--- config.mk ---
export PLATFORM = sky130hd
export DESIGN_NAME = tour_cmd_seq
export DESIGN_NICKNAME = d
export VERILOG_FILES = /design/src/rtl/tour_cmd_seq.sv
export SDC_FILE = /design/constraint.sdc
export NUM_CORES = 1
export LEC_CHECK = 0
export CAP_MARGIN = 20
export CORE_ASPECT_RATIO = 1.5
export CORE_MARGIN = 1.5
export CORE_UTILIZATION = 25
export CTS_CLUSTER_SIZE = 20
export DETAILED_ROUTE_END_ITERATION = 12
export SYNTH_ARGS = -nofsm -noshare
export SYNTH_HDL_FRONTEND = slang
export SYNTH_SLANG_ARGS = --single-unit
--- constraint.sdc ---
create_clock -name clk -period 2.1 [get_ports clk]
set_input_delay 0.21 -clock clk [delete_from_list [all_inputs] [get_ports clk]]
set_output_delay 0.21 -clock clk [all_outputs]
set_load 0.02 [all_outputs]
--- src/rtl/tour_cmd_seq.sv ---
// Knight's-tour command sequencer: forwards UART commands when idle and replays the move store as
// vertical/horizontal cmd pairs, handshaking with cmd_proc after every command.
module tour_cmd_seq #(
  parameter int unsigned NUM_MOVES  = 24,
  parameter int unsigned IDX_W      = 5,
  parameter int unsigned TIMEOUT    = 0,
  parameter int unsigned TO_W       = 24,
  parameter bit          FANFARE_EN = 1'b1,
  parameter logic [7:0]  RESP_DONE  = 8'hA5,
  parameter logic [7:0]  RESP_BUSY  = 8'h5A
) (
  input  logic             clk,
  input  logic             rst_n,
  input  logic             start_tour,
  input  logic             abort,
  input  logic [2:0]       move,
  output logic [IDX_W-1:0] mv_indx,
  input  logic [15:0]      cmd_UART,
  input  logic             cmd_rdy_UART,
  output logic [15:0]      cmd,
  output logic             cmd_rdy,
  input  logic             clr_cmd_rdy,
  input  logic             send_resp,
  output logic [7:0]       resp,
  output logic             tour_busy,
  output logic             tour_done,
  output logic             tour_err
);

  typedef enum logic [2:0] {StIdle, StVertForm, StVertWait, StHoriForm, StHoriWait} state_e;

  localparam logic [IDX_W-1:0] LastIdx = IDX_W'(NUM_MOVES - 1);
  localparam logic [TO_W-1:0]  ToLimit = TO_W'(TIMEOUT);
  localparam logic [3:0]       VertOp  = 4'h2;
  localparam logic [3:0]       HoriOp  = FANFARE_EN ? 4'h3 : 4'h2;
  localparam logic [7:0]       HdN = 8'h00;
  localparam logic [7:0]       HdS = 8'h7F;
  localparam logic [7:0]       HdW = 8'h3F;
  localparam logic [7:0]       HdE = 8'hBF;

  state_e           state_q, state_d;
  logic [IDX_W-1:0] idx_q, idx_d;
  logic [TO_W-1:0]  cnt_q, cnt_d;
  logic             done_q, done_d;
  logic             err_q, err_d;
  logic [7:0]       v_head, h_head;
  logic [3:0]       v_sq, h_sq;
  logic             in_wait, timed_out;

  always_comb begin
    v_head = HdN;
    v_sq   = 4'd0;
    h_head = HdW;
    h_sq   = 4'd0;
    unique case (move)
      3'd0: begin v_head = HdN; v_sq = 4'd2; h_head = HdW; h_sq = 4'd1; end
      3'd1: begin v_head = HdN; v_sq = 4'd2; h_head = HdE; h_sq = 4'd1; end
      3'd2: begin v_head = HdN; v_sq = 4'd1; h_head = HdW; h_sq = 4'd2; end
      3'd3: begin v_head = HdS; v_sq = 4'd1; h_head = HdW; h_sq = 4'd2; end
      3'd4: begin v_head = HdS; v_sq = 4'd2; h_head = HdW; h_sq = 4'd1; end
      3'd5: begin v_head = HdS; v_sq = 4'd2; h_head = HdE; h_sq = 4'd1; end
      3'd6: begin v_head = HdS; v_sq = 4'd1; h_head = HdE; h_sq = 4'd2; end
      3'd7: begin v_head = HdN; v_sq = 4'd1; h_head = HdE; h_sq = 4'd2; end
      default: ;
    endcase
  end

  assign in_wait   = (state_q == StVertWait) || (state_q == StHoriWait);
  // send_resp on the expiry cycle takes precedence over the timeout
  assign timed_out = (TIMEOUT != 0) && in_wait && (cnt_q == ToLimit) && !send_resp;
  // Counter is zero outside WAIT, so every WAIT entry starts counting from 0
  assign cnt_d     = in_wait ? cnt_q + TO_W'(1) : '0;

  always_comb begin
    state_d = state_q;
    idx_d   = idx_q;
    done_d  = 1'b0;
    err_d   = 1'b0;
    if (state_q != StIdle && abort) begin
      state_d = StIdle;
    end else begin
      unique case (state_q)
        StIdle: begin
          if (start_tour && !abort) begin
            idx_d   = '0;
            state_d = StVertForm;
          end
        end
        StVertForm: if (clr_cmd_rdy) state_d = StVertWait;
        StVertWait: begin
          if (send_resp) begin
            state_d = StHoriForm;
          end else if (timed_out) begin
            err_d   = 1'b1;
            state_d = StIdle;
          end
        end
        StHoriForm: if (clr_cmd_rdy) state_d = StHoriWait;
        StHoriWait: begin
          if (send_resp) begin
            if (idx_q == LastIdx) begin
              done_d  = 1'b1;
              state_d = StIdle;
            end else begin
              idx_d   = idx_q + IDX_W'(1);
              state_d = StVertForm;
            end
          end else if (timed_out) begin
            err_d   = 1'b1;
            state_d = StIdle;
          end
        end
        default: state_d = StIdle;
      endcase
    end
  end

  always_ff @(posedge clk or negedge rst_n) begin
    if (!rst_n) begin
      state_q <= StIdle;
      idx_q   <= '0;
      cnt_q   <= '0;
      done_q  <= 1'b0;
      err_q   <= 1'b0;
    end else begin
      state_q <= state_d;
      idx_q   <= idx_d;
      cnt_q   <= cnt_d;
      done_q  <= done_d;
      err_q   <= err_d;
    end
  end

  always_comb begin
    cmd     = 16'h0000;
    cmd_rdy = 1'b0;
    unique case (state_q)
      StIdle: begin
        cmd     = cmd_UART;
        cmd_rdy = cmd_rdy_UART;
      end
      StVertForm: begin
        cmd     = {VertOp, v_head, v_sq};
        cmd_rdy = 1'b1;
      end
      StHoriForm: begin
        cmd     = {HoriOp, h_head, h_sq};
        cmd_rdy = 1'b1;
      end
      default: ;
    endcase
  end

  always_comb begin
    resp = RESP_BUSY;
    if (state_q == StIdle) begin
      resp = RESP_DONE;
    end else if ((state_q == StHoriForm || state_q == StHoriWait) && idx_q == LastIdx) begin
      resp = RESP_DONE;
    end
  end

  assign mv_indx   = idx_q;
  assign tour_busy = (state_q != StIdle);
  assign tour_done = done_q;
  assign tour_err  = err_q;

endmodule
== Word-level counts from Yosys, hierarchy flattened ==
Memories as Yosys holds them, arrays and structs flattened.
Cells that the tools add are included.
Word-level totals
  bits in registers: 9
  bits in latches: 0
  RAM bits: 0
  bits in read-only memories: 96
  input bits: 26
  output and inout port bits: 33
  word-level logic and storage cells: 50
  memories: 1
Memory list
  (no name shown): words 8, width 12, rd ports 1, clocked after Yosys merged registers in 0, write ports 0, RTL line 55  | unique case (move)
Operators by class
  add/subtract/negate cells: 1
  multiply operators: 0
  div/mod/pow operators: 0
  $lt $le $gt $ge: 0
  eq/ne operators: 13
  shift operators: 0
  muxes and demuxes: 20
  bitwise gates (word level): 1
  reduce and logical (&&, ||, !) cells: 11
Operators with widths (count)
  $pmux 16 s3: 1
  $mux 3: 6
  $mux 8: 2
  $mux 5: 3
  $pmux 3 s5: 1
  $ne 3x3->1 const B: 4
  $pmux 5 s2: 1
  $reduce_and 5->1: 2
  $eq 3x2->1 const B: 2
  $ne 2x2->1 const B: 3
  $add 5x1->5 const B: 1
  $eq 5x5->1 const B: 1
  $mux 1: 5
  $eq 3x1->1 const B: 1
  $eq 3x3->1 const B: 1
  $logic_and 1x1->1: 3
  $logic_not 3->1: 1
  $ne 3x2->1 const B: 1
  $reduce_bool 3->1: 1
  $pmux 1 s2: 1
  $reduce_bool 2->1: 1
  $reduce_or 2->1: 1
  $logic_not 1->1: 1
  $logic_or 1x1->1: 1
  $not 1->1: 1

== Logic depth before layout (Yosys ltp) ==
Gate-level depths: netlist of the first run.
  depth after elaboration: 5
  mapped depth: 5
  depth with buffers taken out: 4

== Worst setup path after synthesis of the first run ==
No wires, ideal clock.
  kind: reg-to-output
  start: register idx_q[0], in the netlist mv_indx[0]
  end: output port resp[3]
  data arrival time: 1.751 ns
  data required time: 1.890 ns
  slack: 0.139 ns
  stages on the path, launching flop included: 6
  path buffers: 1
  cells stage by stage: dfrtp_1 ha_1 nand4b_1 nand2_1 a22oi_1 buf_4
On the way
  cells in the longest elaborated chain, start to end: 4
RTL lines
  from (decl): RTL line 42  | logic [IDX_W-1:0] idx_q, idx_d;
  from (signal assigned): RTL line 127  | idx_q <= idx_d;
  $eq 5x5->1: RTL line 158  | end else if ((state_q == StHoriForm || state_q == StHoriWait) && idx_q == LastIdx) begin
  $logic_and 1x1->1: RTL line 158
  $mux 8: RTL line 158
  $mux 8: RTL line 156  | if (state_q == StIdle) begin
  to (decl): RTL line 24  | output logic [7:0] resp,
Every way passes these cells.

== Final worst setup path of the first run ==
  start: register state_q[2]
  end: output port cmd[15]
On the way
  cells in the longest elaborated chain, start to end: 2
  elaborated cells between the ends (all ways): 4
  those cells by class: 2 x eq/ne; 1 x mux; 1 x reduce/logical
RTL lines
  from (decl): RTL line 41  | state_e state_q, state_d;
  from (signal assigned): RTL line 120  | state_q <= StIdle;
  from (signal assigned): RTL line 126  | state_q <= state_d;
  $eq 3x2->1 (tied with other cells): RTL line 137  | unique case (state_q)
  $pmux 16 s3 (*): RTL line 137
  to (decl): RTL line 20  | output logic [15:0] cmd,
Mark *: on every way between the ends. The rest lies on a longest branch, timed or not.

==> results of run 1 <==
[critical path, delay by kind of cell, from the launching register on]
family,cells,cell delay [ps]
buf+inv,3,920
flops,1,490
simple gates,1,180
[state kept, by name (all words and copies together), names as in the netlist]
register	cells
state_q	3
tour_done	1
mv_indx	5
[power by group]
group          total (W)  switching, W  leakage [nW]  internal (W)
sequential      0.000216     0.0000287         0.121      0.000188
clock           0.000207     0.0000743        0.0228      0.000133
combinational    0.00100      0.000540         0.595      0.000463
[layer usage]
layer  up-vias  part of all wire
li1        513                 -
met1       485              0.37
met2        39              0.56
met3         4             0.048
met4         0             0.018
met5         -                 0
[through the flow]
stage | TNS, ps | power [W] | setup WS, ps
2_1_floorplan | 0 | 0.000867 | 139
3_3_place_gp | -871 | 0.00132 | -146
3_5_place_dp | -1000 | 0.00133 | -171
4_1_cts | 0 | 0.00144 | 35.8
5_1_grt | 0 | 0.00153 | 18.4
6_report | 0 | 0.00143 | 75.9
[area by class of cell]
type                            instances  area (sq um)  area share
Tap cell                               42          52.6      0.0340
Inverter                                6          22.5      0.0146
Multi-Input combinational cell         78           531       0.343
Timing Repair Buffer                   71           667       0.432
Sequential cell                         9           228       0.147
Clock buffer                            4          45.0      0.0291
[path summary, 6_finish.rpt]
path                       cells past startpoint    endpoint       start  slack (ps)
setup / recovery                               4     cmd[15]  state_q[2]          80
hold / removal                                 1   tour_done       rst_n         280
hold reg to reg                                1  mv_indx[4]  mv_indx[4]         530
min in group clk                               1  mv_indx[4]  mv_indx[4]         530
max in group asynchronous                      1  state_q[1]       rst_n        1490
setup reg to reg                               5  mv_indx[0]  mv_indx[0]         220
[cell usage in the layout (no fill, tap or decap), drive strengths merged, types with 2 or more instances in the layout]
master / n
clkdlybuf4s50: 38
dlygate4sd2: 15
buf: 14
nor2: 9
dfrtp: 9
inv: 6
a21o: 6
nand3: 5
nand2: 5
and3: 4
o21ai: 4
dlymetal6s2s: 4
clkbuf: 4
a21oi: 3
mux2i: 3
nor3b: 3
or4: 3
xnor2: 2
a2bb2oi: 2
nor4: 2
or3: 2
nand4: 2
a22oi: 2
[logic make-up (layout without fill, tap and decap cells)]
kind of cell	after synthesis	after routing
muxes	3	3
adders and majority gates	1	1
other	1	1
xor gates and xnor gates	2	2
buffers and inverters	20	81
and+or+nand+nor	42	42
DFF	9	9
AOI/OAI and AO/OA	29	29
[what timing repair did]
item,4_1_cts,5_1_grt
cloned,0,0
endpoints found under the hold margin,0,0
hold buffers,0,0
endpoints found under the setup margin,17,9
gates resized for setup,16,6
==> results_dict.tcl, run 1 <==
set metrics [dict create \
    via_per_inst 4.96 \
    place_inst 206 \
    drtIter0Drc 20 \
    clkLatencyLatePin_ps 230 \
    die_h_um 75.5 \
    max-vdd-ir-drop_v 0.000595 \
    core_sq_um 3380 \
    worstMarginPinSlew_ps 527 \
    synthAdderAreaFrac 0.0143 \
    cts_sinks 9 \
    slew_headroom 0.639 \
    dp_hpwl_mm 2.29 \
    antennaDiodeCount 0 \
    ioPinCount 59 \
    setup-violations-final 0 \
    yosysTopAreaCell "dfrtp_1" \
    dieArea_sq_um 3880 \
    maxCapViolations 0 \
    drive_gt1_frac 0.143 \
    grt_antenna_before_repair 0 \
    busiest_layer "met2" \
    drc 0 \
    die_w_um 51.4 \
    synth_common_cells "dfrtp_1, nor2_1, buf_4, a21o_1, inv_1" \
    root_buffer "clkbuf_8" \
    hold_class "input pin to async pin" \
    syn_area_sq_um 877 \
    grt_pass1_wl_mm 4.56 \
    grt_use_total 0.154 \
    clockBufferDepth 2 \
    arrival_ps 1810 \
    cts-buffers-inserted 3 \
    async_flop_share 1.00 \
    postSynthNetCount 134 \
    synth_top_area_share 0.257 \
    fmax_ghz 0.494 \
    crit_chain "buf_4, inv_1, and3_1, clkdlybuf4s50_1" \
    cts_setup_buffers 0 \
    muxShareOfSynthArea 0.0342 \
    p_per_area_nw_per_um2 923 \
    slowest_stage "clkdlybuf4s50_1" \
    fin_nets 196 \
    cts_tree "built" \
    synthFlopType "dfrtp_1" \
    start_kind "flip-flop" \
    synthXorXnorAreaFrac 0.0200 \
    synthSimpleGateAreaFrac 0.275 \
    synth_edf_count 0 \
    power_leakage_nw 0.739 \
    synthCells 107 \
    dpl-instance-area_sq_um 1500 \
    gp_congestion 0.864 \
    grt_util_met1 0.150 \
    wire_per_inst_um 13.3 \
    synth_cell_types 44 \
    seq_area_frac_synth 0.257 \
    worst_setup_path_end_kind "output pin" \
    use_met3 0.0137 \
    wl_mm 2.78 \
    ant_nets 0 \
    vias 1041 \
    cts_max_level 1 \
    fin_cells 210 \
    worstSetupPathType "flip-flop to output pin" \
    maxSlewViolCount 0 \
    firstDrtPassIters 2 \
    fin_crit_ps 2020 \
    utilization 0.457 \
    cp.required_ps 1890 \
    nFillCells 354 \
    use_met2 0.306 \
    synth-compound-area-share 0.251 \
    holdWs_ps 284 \
    grt_pass1_vias 1047 \
    synth_top_family_by_area "simple AND/OR/NAND/NOR gates" \
    rows 26 \
    fin_crit_sh 0.964 \
    synth_area_leaders "dfrtp_1, buf_4, a21o_1" \
    status "completed" \
    hold_viol 0 \
    rsz0062_at_grt "false" \
    yosysWarnings 0 \
    path_max_fanout 12 \
    synthToLayoutAreaGrowth_pct 76.2 \
    clkTransAtPathRegs_ps 50 \
    finalInstanceArea_sq_um 1550 \
    start_util 0.259 \
    fin_worst_skew_ps 1.30 \
    port_buffers 57 \
    grt_remaining_overflow 0 \
    syn_avg_cell_area_sq_um 8.20 \
    grt_max_degree 13 \
    max_stage_delay_ps 600 \
    yosys_register_bits 9 \
]
No activity file was read; power rests on OpenSTA's default activity.
==> run 2, diff against run 1 <==
--- a/config.mk
+++ b/config.mk
@@ -5,12 +5,14 @@
 export SDC_FILE = /design/constraint.sdc
 export NUM_CORES = 1
 export LEC_CHECK = 0
+export ABC_CLOCK_PERIOD_IN_PS = 2100
 export CAP_MARGIN = 20
 export CORE_ASPECT_RATIO = 1.5
 export CORE_MARGIN = 1.5
-export CORE_UTILIZATION = 25
+export CORE_UTILIZATION = 35
 export CTS_CLUSTER_SIZE = 20
 export DETAILED_ROUTE_END_ITERATION = 12
+export PLACE_DENSITY = 0.79
 export SYNTH_ARGS = -nofsm -noshare
 export SYNTH_HDL_FRONTEND = slang
 export SYNTH_SLANG_ARGS = --single-unit
==> run 2 against run 1 <==
Routed wire length shrank 0.65%. Clock power shrank 31%. Global-route usage grew 5.1 points. Worst hold slack lost 40 ps. Register-to-register slack is essentially flat. Critical path type unchanged.
==> results_dict.tcl, run 2 (synthesized netlist as in run 1, its figures left out) <==
set metrics [dict create \
    drive_gt1_frac 0.155 \
    nFillCells 237 \
    grt_max_degree 11 \
    path_max_fanout 5 \
    holdWs_ps 244 \
    cp.depth 5 \
    hold_viol 0 \
    ioPinCount 59 \
    grt_remaining_overflow 0 \
    maxSlewViolCount 0 \
    arrival_ps 1810 \
    clockBufferDepth 2 \
    slowest_stage "dfrtp_1" \
    grt_pass1_vias 1071 \
    antennaDiodeCount 0 \
    worst_setup_path_end_kind "output pin" \
    fin_worst_skew_ps 6.31 \
    drc 0 \
    cp.required_ps 1890 \
    maxCapViolations 0 \
    clkLatencyLatePin_ps 270 \
    wl_mm 2.77 \
    final_common_cell "clkdlybuf4s50_1" \
    cts_sinks 9 \
    fin_crit_ps 2020 \
    ctsResizeCount 23 \
    grt_use_total 0.205 \
    firstDrtPassIters 4 \
    status "completed" \
    rsz0062_at_grt "false" \
    drtIter0Drc 23 \
    cts_max_level 1 \
    cts_tree "built" \
    r2r_setup_slack_ps 210 \
    gp_congestion 0.777 \
    hold_class "input pin to async pin" \
    dieArea_sq_um 2820 \
    slew_headroom 0.607 \
    ant_nets 0 \
    cts_hold_buf 0 \
    die_h_um 64.3 \
    core_sq_um 2420 \
    power_leakage_nw 0.740 \
    fmax_ghz 0.495 \
    dp_hpwl_mm 2.19 \
    worstSetupPathType "flip-flop to output pin" \
    start_util 0.362 \
    most-common-layout-cells "clkdlybuf4s50_1, dlygate4sd2_1, buf_4" \
    max_stage_delay_ps 380 \
    reg2reg_to "mv_indx[0]" \
    wire_per_inst_um 14.4 \
    via_per_inst 5.66 \
    cts-buffers-inserted 3 \
    critPathBufInv 1 \
    synthToLayoutAreaGrowth_pct 71.8 \
    p_per_area_nw_per_um2 908 \
    crit_family "flip-flops" \
    tns_ps 0 \
    worstMarginPinSlew_ps 573 \
    clkTransAtPathRegs_ps 70 \
    setup-violations-final 0 \
    r2r_cells 5 \
    grt_pass1_wl_mm 4.45 \
    die_w_um 43.9 \
    crit_chain "ha_1, nand4b_1, nand2_1, a22oi_2, clkdlybuf4s15_1" \
    port_buffers 57 \
    cts_setup_buffers 0 \
    rr_startpoint "mv_indx[0]" \
    root_buffer "clkbuf_4" \
    place_inst 188 \
    rows 22 \
    fin_crit_sh 0.962 \
    grt_antenna_before_repair 0 \
    fin_nets 196 \
    max-vdd-ir-drop_v 0.000509 \
    fin_cells 192 \
    vias 1086 \
    largest_reg_flops 5 \
    start_kind "flip-flop" \
]
[run 2: cell types whose count changed in the layout (fill, tap and decap cells not counted), sizes merged]
cell           change
clkinv             +1
dlygate4sd2        +1
clkdlybuf4s15      +4
clkbuf             -1
clkdlybuf4s50      -5
[run 2: per-layer routing]
layer / share of wire / track usage / wire length, um / vias up
met5: 0 / 0 / 0 / -
met4: 0.028 / 0.102 / 78 / 0
met3: 0.064 / 0.0282 / 178 / 9
met2: 0.55 / 0.390 / 1520 / 64
met1: 0.36 / 0.201 / 986 / 500
li1: - / - / - / 513
[run 2: metrics by stage]
stage / setup slack, ps / utilization / power [W] / instance area [sq um]
6_report: 79.8 / 0.622 / 0.00137 / 1510
5_1_grt: 1.70 / 0.622 / 0.00146 / 1510
2_1_floorplan: 139 / - / 0.000867 / 877
4_1_cts: 23.8 / 0.614 / 0.00137 / 1490
3_5_place_dp: -176 / 0.611 / 0.00134 / 1480
3_3_place_gp: -129 / 0.611 / 0.00132 / 1480
[run 2: cell type report]
| cell class | instances | area, sq um | share of cell area |
|---|---|---|---|
| well taps | 24 | 30.0 | 0.0199 |
| repair buffers | 71 | 666 | 0.442 |
| multi-input cells | 78 | 533 | 0.354 |
| inverters | 6 | 22.5 | 0.0150 |
| clock buffers | 3 | 22.5 | 0.0150 |
| flip-flops and latches | 9 | 228 | 0.151 |
| clock inverters | 1 | 5.00 | 0.00332 |
[run 2: worst max-delay path by stage]
stage                     slack [ps]        end        from
after detailed placement        -180     cmd[5]     move[2]
after global routing               2    resp[1]  mv_indx[0]
after CTS                         20  tour_busy  state_q[0]
final                             80    resp[1]  mv_indx[0]
after floorplan                  140    resp[3]  mv_indx[0]
after global placement          -130     cmd[8]     move[2]
[run 2: report_power, final]
group	switching, W	internal (W)	total, W	leakage [nW]
combinational	0.000543	0.000461	0.00100	0.601
clock	0.0000711	0.0000706	0.000142	0.0177
sequential	0.0000348	0.000188	0.000223	0.121
